[src/rtl/seq_addsub_pkg.sv]
// seq_addsub_pkg
//   Shared types and helpers for the sequential adder/subtractor.
//   - state_e   : controller states (idle, running slices, result pulse)
//   - MODE_*    : encodings of the mode input
//   - cnt_width : slice-counter width for a given slice count (minimum 1)
package seq_addsub_pkg;

  typedef enum logic [1:0] {
    S_IDLE = 2'd0,
    S_RUN  = 2'd1,
    S_DONE = 2'd2
  } state_e;

  localparam logic MODE_ADD = 1'b0;
  localparam logic MODE_SUB = 1'b1;

  // A single slice still needs a 1-bit counter so the port widths stay legal.
  function automatic int unsigned cnt_width(input int unsigned n);
    if (n <= 1) begin
      return 1;
    end
    return $clog2(n);
  endfunction

endpackage

[src/rtl/seq_addsub_slice.sv]
// slice_adder
//   Combinational CHUNK-bit adder: {cout, sum} = a + b + cin.
//   Ports:
//     a, b  [CHUNK-1:0]  operands
//     cin               carry in
//     sum   [CHUNK-1:0]  low CHUNK bits of the result
//     cout              carry out of the slice
module slice_adder #(
  parameter int unsigned CHUNK = 4
) (
  input  logic [CHUNK-1:0] a,
  input  logic [CHUNK-1:0] b,
  input  logic             cin,
  output logic [CHUNK-1:0] sum,
  output logic             cout
);

  logic [CHUNK:0] total;

  always_comb begin
    total = {1'b0, a} + {1'b0, b} + {{CHUNK{1'b0}}, cin};
  end

  assign sum  = total[CHUNK-1:0];
  assign cout = total[CHUNK];

endmodule

[src/rtl/seq_addsub.sv]
// seq_addsub
//   Multi-cycle adder/subtractor. WIDTH-bit operands are processed CHUNK bits
//   per clock, LSB slice first, through one shared slice_adder. A start/done
//   handshake frames each operation; results are registered and only change
//   on entry to the DONE state.
//   Ports:
//     clk, rst_n          clock, asynchronous active-low reset
//     start               request, accepted when busy=0 (IDLE or DONE)
//     mode                0 = a+b+cin, 1 = a-b-cin
//     a, b  [WIDTH-1:0]   operands, sampled on the accepting edge
//     cin                 carry-in / borrow-in, sampled on the accepting edge
//     busy                high while slices are being computed
//     done                one-cycle pulse, results valid from this cycle
//     sum   [WIDTH-1:0]   result
//     cout                carry-out (add) / borrow-out (sub)
//     ovf                 two's-complement overflow
//     zero                sum == 0
module seq_addsub
  import seq_addsub_pkg::*;
#(
  parameter int unsigned WIDTH = 16,
  parameter int unsigned CHUNK = 4
) (
  input  logic             clk,
  input  logic             rst_n,
  input  logic             start,
  input  logic             mode,
  input  logic [WIDTH-1:0] a,
  input  logic [WIDTH-1:0] b,
  input  logic             cin,
  output logic             busy,
  output logic             done,
  output logic [WIDTH-1:0] sum,
  output logic             cout,
  output logic             ovf,
  output logic             zero
);

  localparam int unsigned N  = WIDTH / CHUNK;
  localparam int unsigned CW = cnt_width(N);
  localparam logic [CW-1:0] LAST = CW'(N - 1);

  if (WIDTH % CHUNK != 0) begin : g_width_check
    $error("seq_addsub: WIDTH (%0d) must be a multiple of CHUNK (%0d)", WIDTH, CHUNK);
  end

  // Controller state
  state_e        state_q, state_d;
  logic [CW-1:0] cnt_q, cnt_d;

  // Latched operation; b_q already holds ~b for subtraction and carry_q the
  // inverted borrow, so the datapath is always an addition.
  logic [WIDTH-1:0] a_q, b_q, res_q;
  logic             mode_q, carry_q;

  // Result registers
  logic [WIDTH-1:0] sum_q;
  logic             cout_q, ovf_q, zero_q;

  logic             accept, last_slice;
  logic [CHUNK-1:0] a_sl, b_sl, s_sl;
  logic             c_sl;
  logic [WIDTH-1:0] res_next;

  assign accept     = start && (state_q != S_RUN);
  assign last_slice = (state_q == S_RUN) && (cnt_q == LAST);

  // State register
  always_ff @(posedge clk or negedge rst_n) begin
    if (!rst_n) begin
      state_q <= S_IDLE;
      cnt_q   <= '0;
    end else begin
      state_q <= state_d;
      cnt_q   <= cnt_d;
    end
  end

  // Next-state logic
  always_comb begin
    state_d = state_q;
    cnt_d   = cnt_q;
    unique case (state_q)
      S_IDLE: begin
        if (start) begin
          state_d = S_RUN;
          cnt_d   = '0;
        end
      end
      S_RUN: begin
        if (cnt_q == LAST) begin
          state_d = S_DONE;
        end else begin
          cnt_d = cnt_q + CW'(1);
        end
      end
      S_DONE: begin
        if (start) begin
          state_d = S_RUN;
          cnt_d   = '0;
        end else begin
          state_d = S_IDLE;
        end
      end
      default: begin
        state_d = S_IDLE;
        cnt_d   = '0;
      end
    endcase
  end

  // Output logic
  always_comb begin
    busy = 1'b0;
    done = 1'b0;
    unique case (state_q)
      S_RUN:   busy = 1'b1;
      S_DONE:  done = 1'b1;
      default: ;
    endcase
  end

  // Operand slice selected by the counter
  always_comb begin
    a_sl = '0;
    b_sl = '0;
    for (int unsigned i = 0; i < N; i++) begin
      if (cnt_q == CW'(i)) begin
        a_sl = a_q[i*CHUNK +: CHUNK];
        b_sl = b_q[i*CHUNK +: CHUNK];
      end
    end
  end

  slice_adder #(
    .CHUNK (CHUNK)
  ) u_slice (
    .a    (a_sl),
    .b    (b_sl),
    .cin  (carry_q),
    .sum  (s_sl),
    .cout (c_sl)
  );

  // Partial result with the current slice merged in; on the last slice this is
  // the complete result, so the flags are derived from it in the same cycle.
  always_comb begin
    res_next = res_q;
    for (int unsigned i = 0; i < N; i++) begin
      if (cnt_q == CW'(i)) begin
        res_next[i*CHUNK +: CHUNK] = s_sl;
      end
    end
  end

  // Datapath and result registers
  always_ff @(posedge clk or negedge rst_n) begin
    if (!rst_n) begin
      a_q     <= '0;
      b_q     <= '0;
      res_q   <= '0;
      mode_q  <= MODE_ADD;
      carry_q <= 1'b0;
      sum_q   <= '0;
      cout_q  <= 1'b0;
      ovf_q   <= 1'b0;
      zero_q  <= 1'b0;
    end else if (accept) begin
      a_q     <= a;
      b_q     <= (mode == MODE_SUB) ? ~b : b;
      mode_q  <= mode;
      carry_q <= (mode == MODE_SUB) ? ~cin : cin;
      res_q   <= '0;
    end else if (state_q == S_RUN) begin
      res_q   <= res_next;
      carry_q <= c_sl;
      if (last_slice) begin
        sum_q  <= res_next;
        cout_q <= (mode_q == MODE_SUB) ? ~c_sl : c_sl;
        ovf_q  <= (a_q[WIDTH-1] == b_q[WIDTH-1]) && (res_next[WIDTH-1] != a_q[WIDTH-1]);
        zero_q <= (res_next == '0);
      end
    end
  end

  assign sum  = sum_q;
  assign cout = cout_q;
  assign ovf  = ovf_q;
  assign zero = zero_q;

endmodule
[config.mk]
export PLATFORM = sky130hd
export DESIGN_NAME = seq_addsub
export DESIGN_NICKNAME = d
export VERILOG_FILES = /design/src/rtl/seq_addsub_pkg.sv /design/src/rtl/seq_addsub_slice.sv /design/src/rtl/seq_addsub.sv
export SDC_FILE = /design/constraint.sdc
export NUM_CORES = 1
export LEC_CHECK = 0
export ABC_AREA = 1
export CORE_UTILIZATION = 45
export CTS_CLUSTER_DIAMETER = 60
export DETAILED_ROUTE_END_ITERATION = 8
export DONT_BUFFER_PORTS = 1
export GPL_ROUTABILITY_DRIVEN = 0
export PLACE_DENSITY_LB_ADDON = 0.25
export SLEW_MARGIN = 0
export SYNTH_ARGS = -nofsm -noshare
export SYNTH_HDL_FRONTEND = slang
export SYNTH_SLANG_ARGS = --single-unit
[constraint.sdc]
create_clock -name clk -period 5 [get_ports clk]
set_input_delay 1 -clock clk [delete_from_list [all_inputs] [get_ports clk]]
set_output_delay 1 -clock clk [all_outputs]
set_load 0.03 [all_outputs]
==> impl_metrics.yaml <==
timing:
  final_critical_path_required_period_ps: 3310
  skew_ps: 8.65
  max_freq_ghz: 0.302
  grt_setup_unrepaired: "false"
  slew-limit-headroom_pct: 62.5
  slew_viol_final: 0
  hold_violations: 0
  setup_viol_count_final: 0
  post-route-period-util_pct: 66.3
  fin_setup_tns_ps: 0
  worstMarginPinSlew_ps: 560
global_route:
  gr_usage_total_pct: 20.6
  grt_pass1_wl_mm: 13.4
  grt_remaining_overflow: 0
  use_met2_pct: 29.4
  antenna_found_initial: 0
  busiest_layer: "met1"
  globalRouteMet3Util_pct: 5.36
  pin_count_of_the_biggest_net_entering_global_routing: 74
  use_met1_pct: 30.3
  first_global_vias: 2670
outcome:
  status: "complete, no violations"
clocking:
  cts-hold-fix-buffers: 0
  clock_latency_ps: 350
  cts_tree: "built"
  htree_levels: 3
  max-clock-path-buffers: 2
  post_cts.repair.setup_buffers: 0
  tritoncts.num_buffers: 9
  numClockSinks: 73
  ctsResizeCount: 0
  clkSlewWorstSetupHoldPaths_ps: 80
  clockRootBuffer: "clkbuf_8"
logic_synthesis:
  synthesis.nets: 485
  yosysWarningCount: 0
  yosysUniqueCellTypes: 25
  synth_fa_ha_area_share_pct: 3.55
  synth_xor_xnor_area_share_pct: 4.14
  syn-instance-count: 439
  async_reset_ff_share_pct: 100
  dominantRegCellSynth: "dfrtp_1"
  syn-cell-area_um2: 3600
  synthMuxAreaShare_pct: 0
  seq_area_frac_synth_pct: 50.8
  postSynthRegisterBits: 73
  synth_compound_area_share_pct: 13.9
  synth_area_in_simple_gates_pct: 19.7
  yosys-top-cells-count: "nand2_1 (147), dfrtp_1 (73), o21ai_1 (42)"
  yosys.cell_count.top_type: "nand2_1"
  synth_top_family_by_area: "simple AND/OR/NAND/NOR gates"
  synth-edff-count: 0
  netlist.top_cell.by_area: "dfrtp_1"
  syn-mean-instance-area_um2: 8.20
  synth_top_area_share_pct: 50.8
  synth_top_cells_by_area: "dfrtp_1 (51%), nand2_1 (15%), o21ai_1 (5.8%), inv_1 (4.1%), xor2_1 (3.7%)"
final_layout:
  antenna-diode-count: 0
  ff_latch_area_um2: 1830
  final-instance-count-excl-fill: 541
  finalCoreUtilization_pct: 49.3
  syn2layout_area_growth_pct: 5.91
  nets_finish: 480
  fraction_of_layout_cells_with_a_size_suffix_above_1_pct: 7.29
  multiInputGateArea_um2: 1490
  fillerInstances: 743
  final_design_area_no_fill_um2: 3810
drt:
  drc: 0
  routed_length_per_instance_um: 14.6
  vias: 2772
  drt-total-wl_mm: 7.88
  drt_first_iter_violations: 126
  postRouteAntennaNets: 0
  vias_per_cell: 5.12
  drtPass1Iterations: 5
floorplanning:
  core_area_um2: 7730
  die_h_um: 91.4
  effective_utilization_at_floorplan_pct: 46.6
  die_w_um: 91.4
  design.die.area_um2: 8360
  rows: 32
  i_o_pins: 58
power_and_ir_drop:
  vdd_drop_max_v: 0.000251
  powerDensity_nw_per_um2: 773
  power.total_mw: 2.95
  leakagePower_nw: 1.88
worst_setup_path:
  timing.reg2reg.setup_slack_ps: 1690
  r2r-start: "cnt_q[1]$_DFFE_PN0P_"
  capturing_element_of_the_worst_setup_path: "zero$_DFFE_PN0P_"
  regToRegEndpoint: "zero$_DFFE_PN0P_"
  r2r_cells: 18
  setup.worst_path.class: "reg2reg"
  worst_setup_path_start_kind: "flip-flop"
  data_arrival_time_of_the_worst_path_ps: 3560
  crit_path_max_fanout: 13
  worstSetupEndpointType: "flip-flop"
  cp.required_ps: 5250
  critical_path.startpoint: "cnt_q[1]$_DFFE_PN0P_"
flow_run:
  cap_viol_max_count: 0
placed_design:
  detailed_place_hpwl_mm: 5.63
  placement.io_buffers: 0
  numPlacedInstances: 525
  placed_instance_area_um2: 3650
hold_path:
  hp-class: "in2async"
state kept, by name (all words and copies together) (netlist names):
| register | cells |
|---|---|
| ovf | 1 |
| res_q | 16 |
| cnt_q | 2 |
| carry_q | 1 |
| zero | 1 |
| sum | 16 |
| cout | 1 |
| state_q | 2 |
| mode_q | 1 |
| a_q | 16 |
| b_q | 16 |
worst min-delay path by stage:
stage / from / to / slack [ps]
finish: rst_n / res_q[0]$_DFFE_PN0P_ / 340
global route: rst_n / sum[12]$_DFFE_PN0P_ / 320
CTS: rst_n / sum[12]$_DFFE_PN0P_ / 330
detailed placement: a_q[14]$_DFFE_PN0P_ / a_q[14]$_DFFE_PN0P_ / 470
global placement: a_q[14]$_DFFE_PN0P_ / a_q[14]$_DFFE_PN0P_ / 470
floorplan: a_q[8]$_DFFE_PN0P_ / a_q[8]$_DFFE_PN0P_ / 440
through the flow:
step	setup WS [ps]	hold WS [ps]
after floorplan	2190	437
after global placement	1840	465
after detailed placement	1720	468
after CTS	1720	326
after global routing	1350	317
final	1690	336
critical path, cell delays in order, from the launching register on:
cell	delay (ps)
dfrtp_1	410
inv_1	90
ha_1	440
nor2_2	150
inv_2	110
o22ai_1	70
o21ai_0	140
o21ai_0	150
fa_1	450
inv_1	90
fa_1	480
nand2_1	100
o21ai_0	140
nand3_1	130
nor2_1	50
nand3_1	70
nor2_1	40
nand2_1	60
nand2_1	40
kinds of logic after synthesis:
group | after synthesis
buf+inv | 68
simple gates | 179
flops | 73
fa+ha+maj | 9
compound gates | 93
xor+xnor | 17
cell usage in the layout (no fill, tap or decap):
master | Yosys | final
o22a_1 | 1 | 1
o221ai_1 | 2 | 2
nor2_2 | 2 | 1
o21ai_0 | 24 | 24
nor2_1 | 10 | 10
o21ai_1 | 42 | 42
fa_1 | 2 | 2
clkinv_2 | 0 | 4
nand2_2 | 1 | 1
clkinvlp_4 | 0 | 2
a22oi_1 | 4 | 4
xnor2_1 | 2 | 2
nand2_1 | 147 | 147
a21oi_1 | 10 | 10
inv_1 | 39 | 39
nand3_1 | 18 | 18
xor2_1 | 15 | 15
o22ai_1 | 9 | 9
nor2_4 | 1 | 2
o211ai_1 | 1 | 1
buf_4 | 1 | 2
clkbuf_1 | 1 | 1
ha_1 | 7 | 7
inv_2 | 11 | 11
clkbuf_8 | 0 | 9
dfrtp_1 | 73 | 73
power breakdown:
part	internal (mW)	total (mW)	switching, mW
registers	0.854	1.13	0.278
clock network	0.176	0.398	0.221
logic	0.462	1.42	0.957
total	1.49	2.95	1.46
per-layer routing:
metal | vias to the layer above | share of wire [%]
li1 | 1400 | -
met1 | 1285 | 48
met2 | 77 | 46
met3 | 10 | 4.7
met4 | 0 | 1.8
met5 | - | 0
final cells by class:
type	instances	area share [%]
Clock inverter	6	0.919
Clock buffer	10	3.35
Sequential cell	73	47.9
Tap cell	102	3.35
Multi-Input combinational cell	298	39.1
Timing Repair Buffer	2	0.394
Inverter	50	4.92
Note: power is estimated with default switching activity, not from simulation.
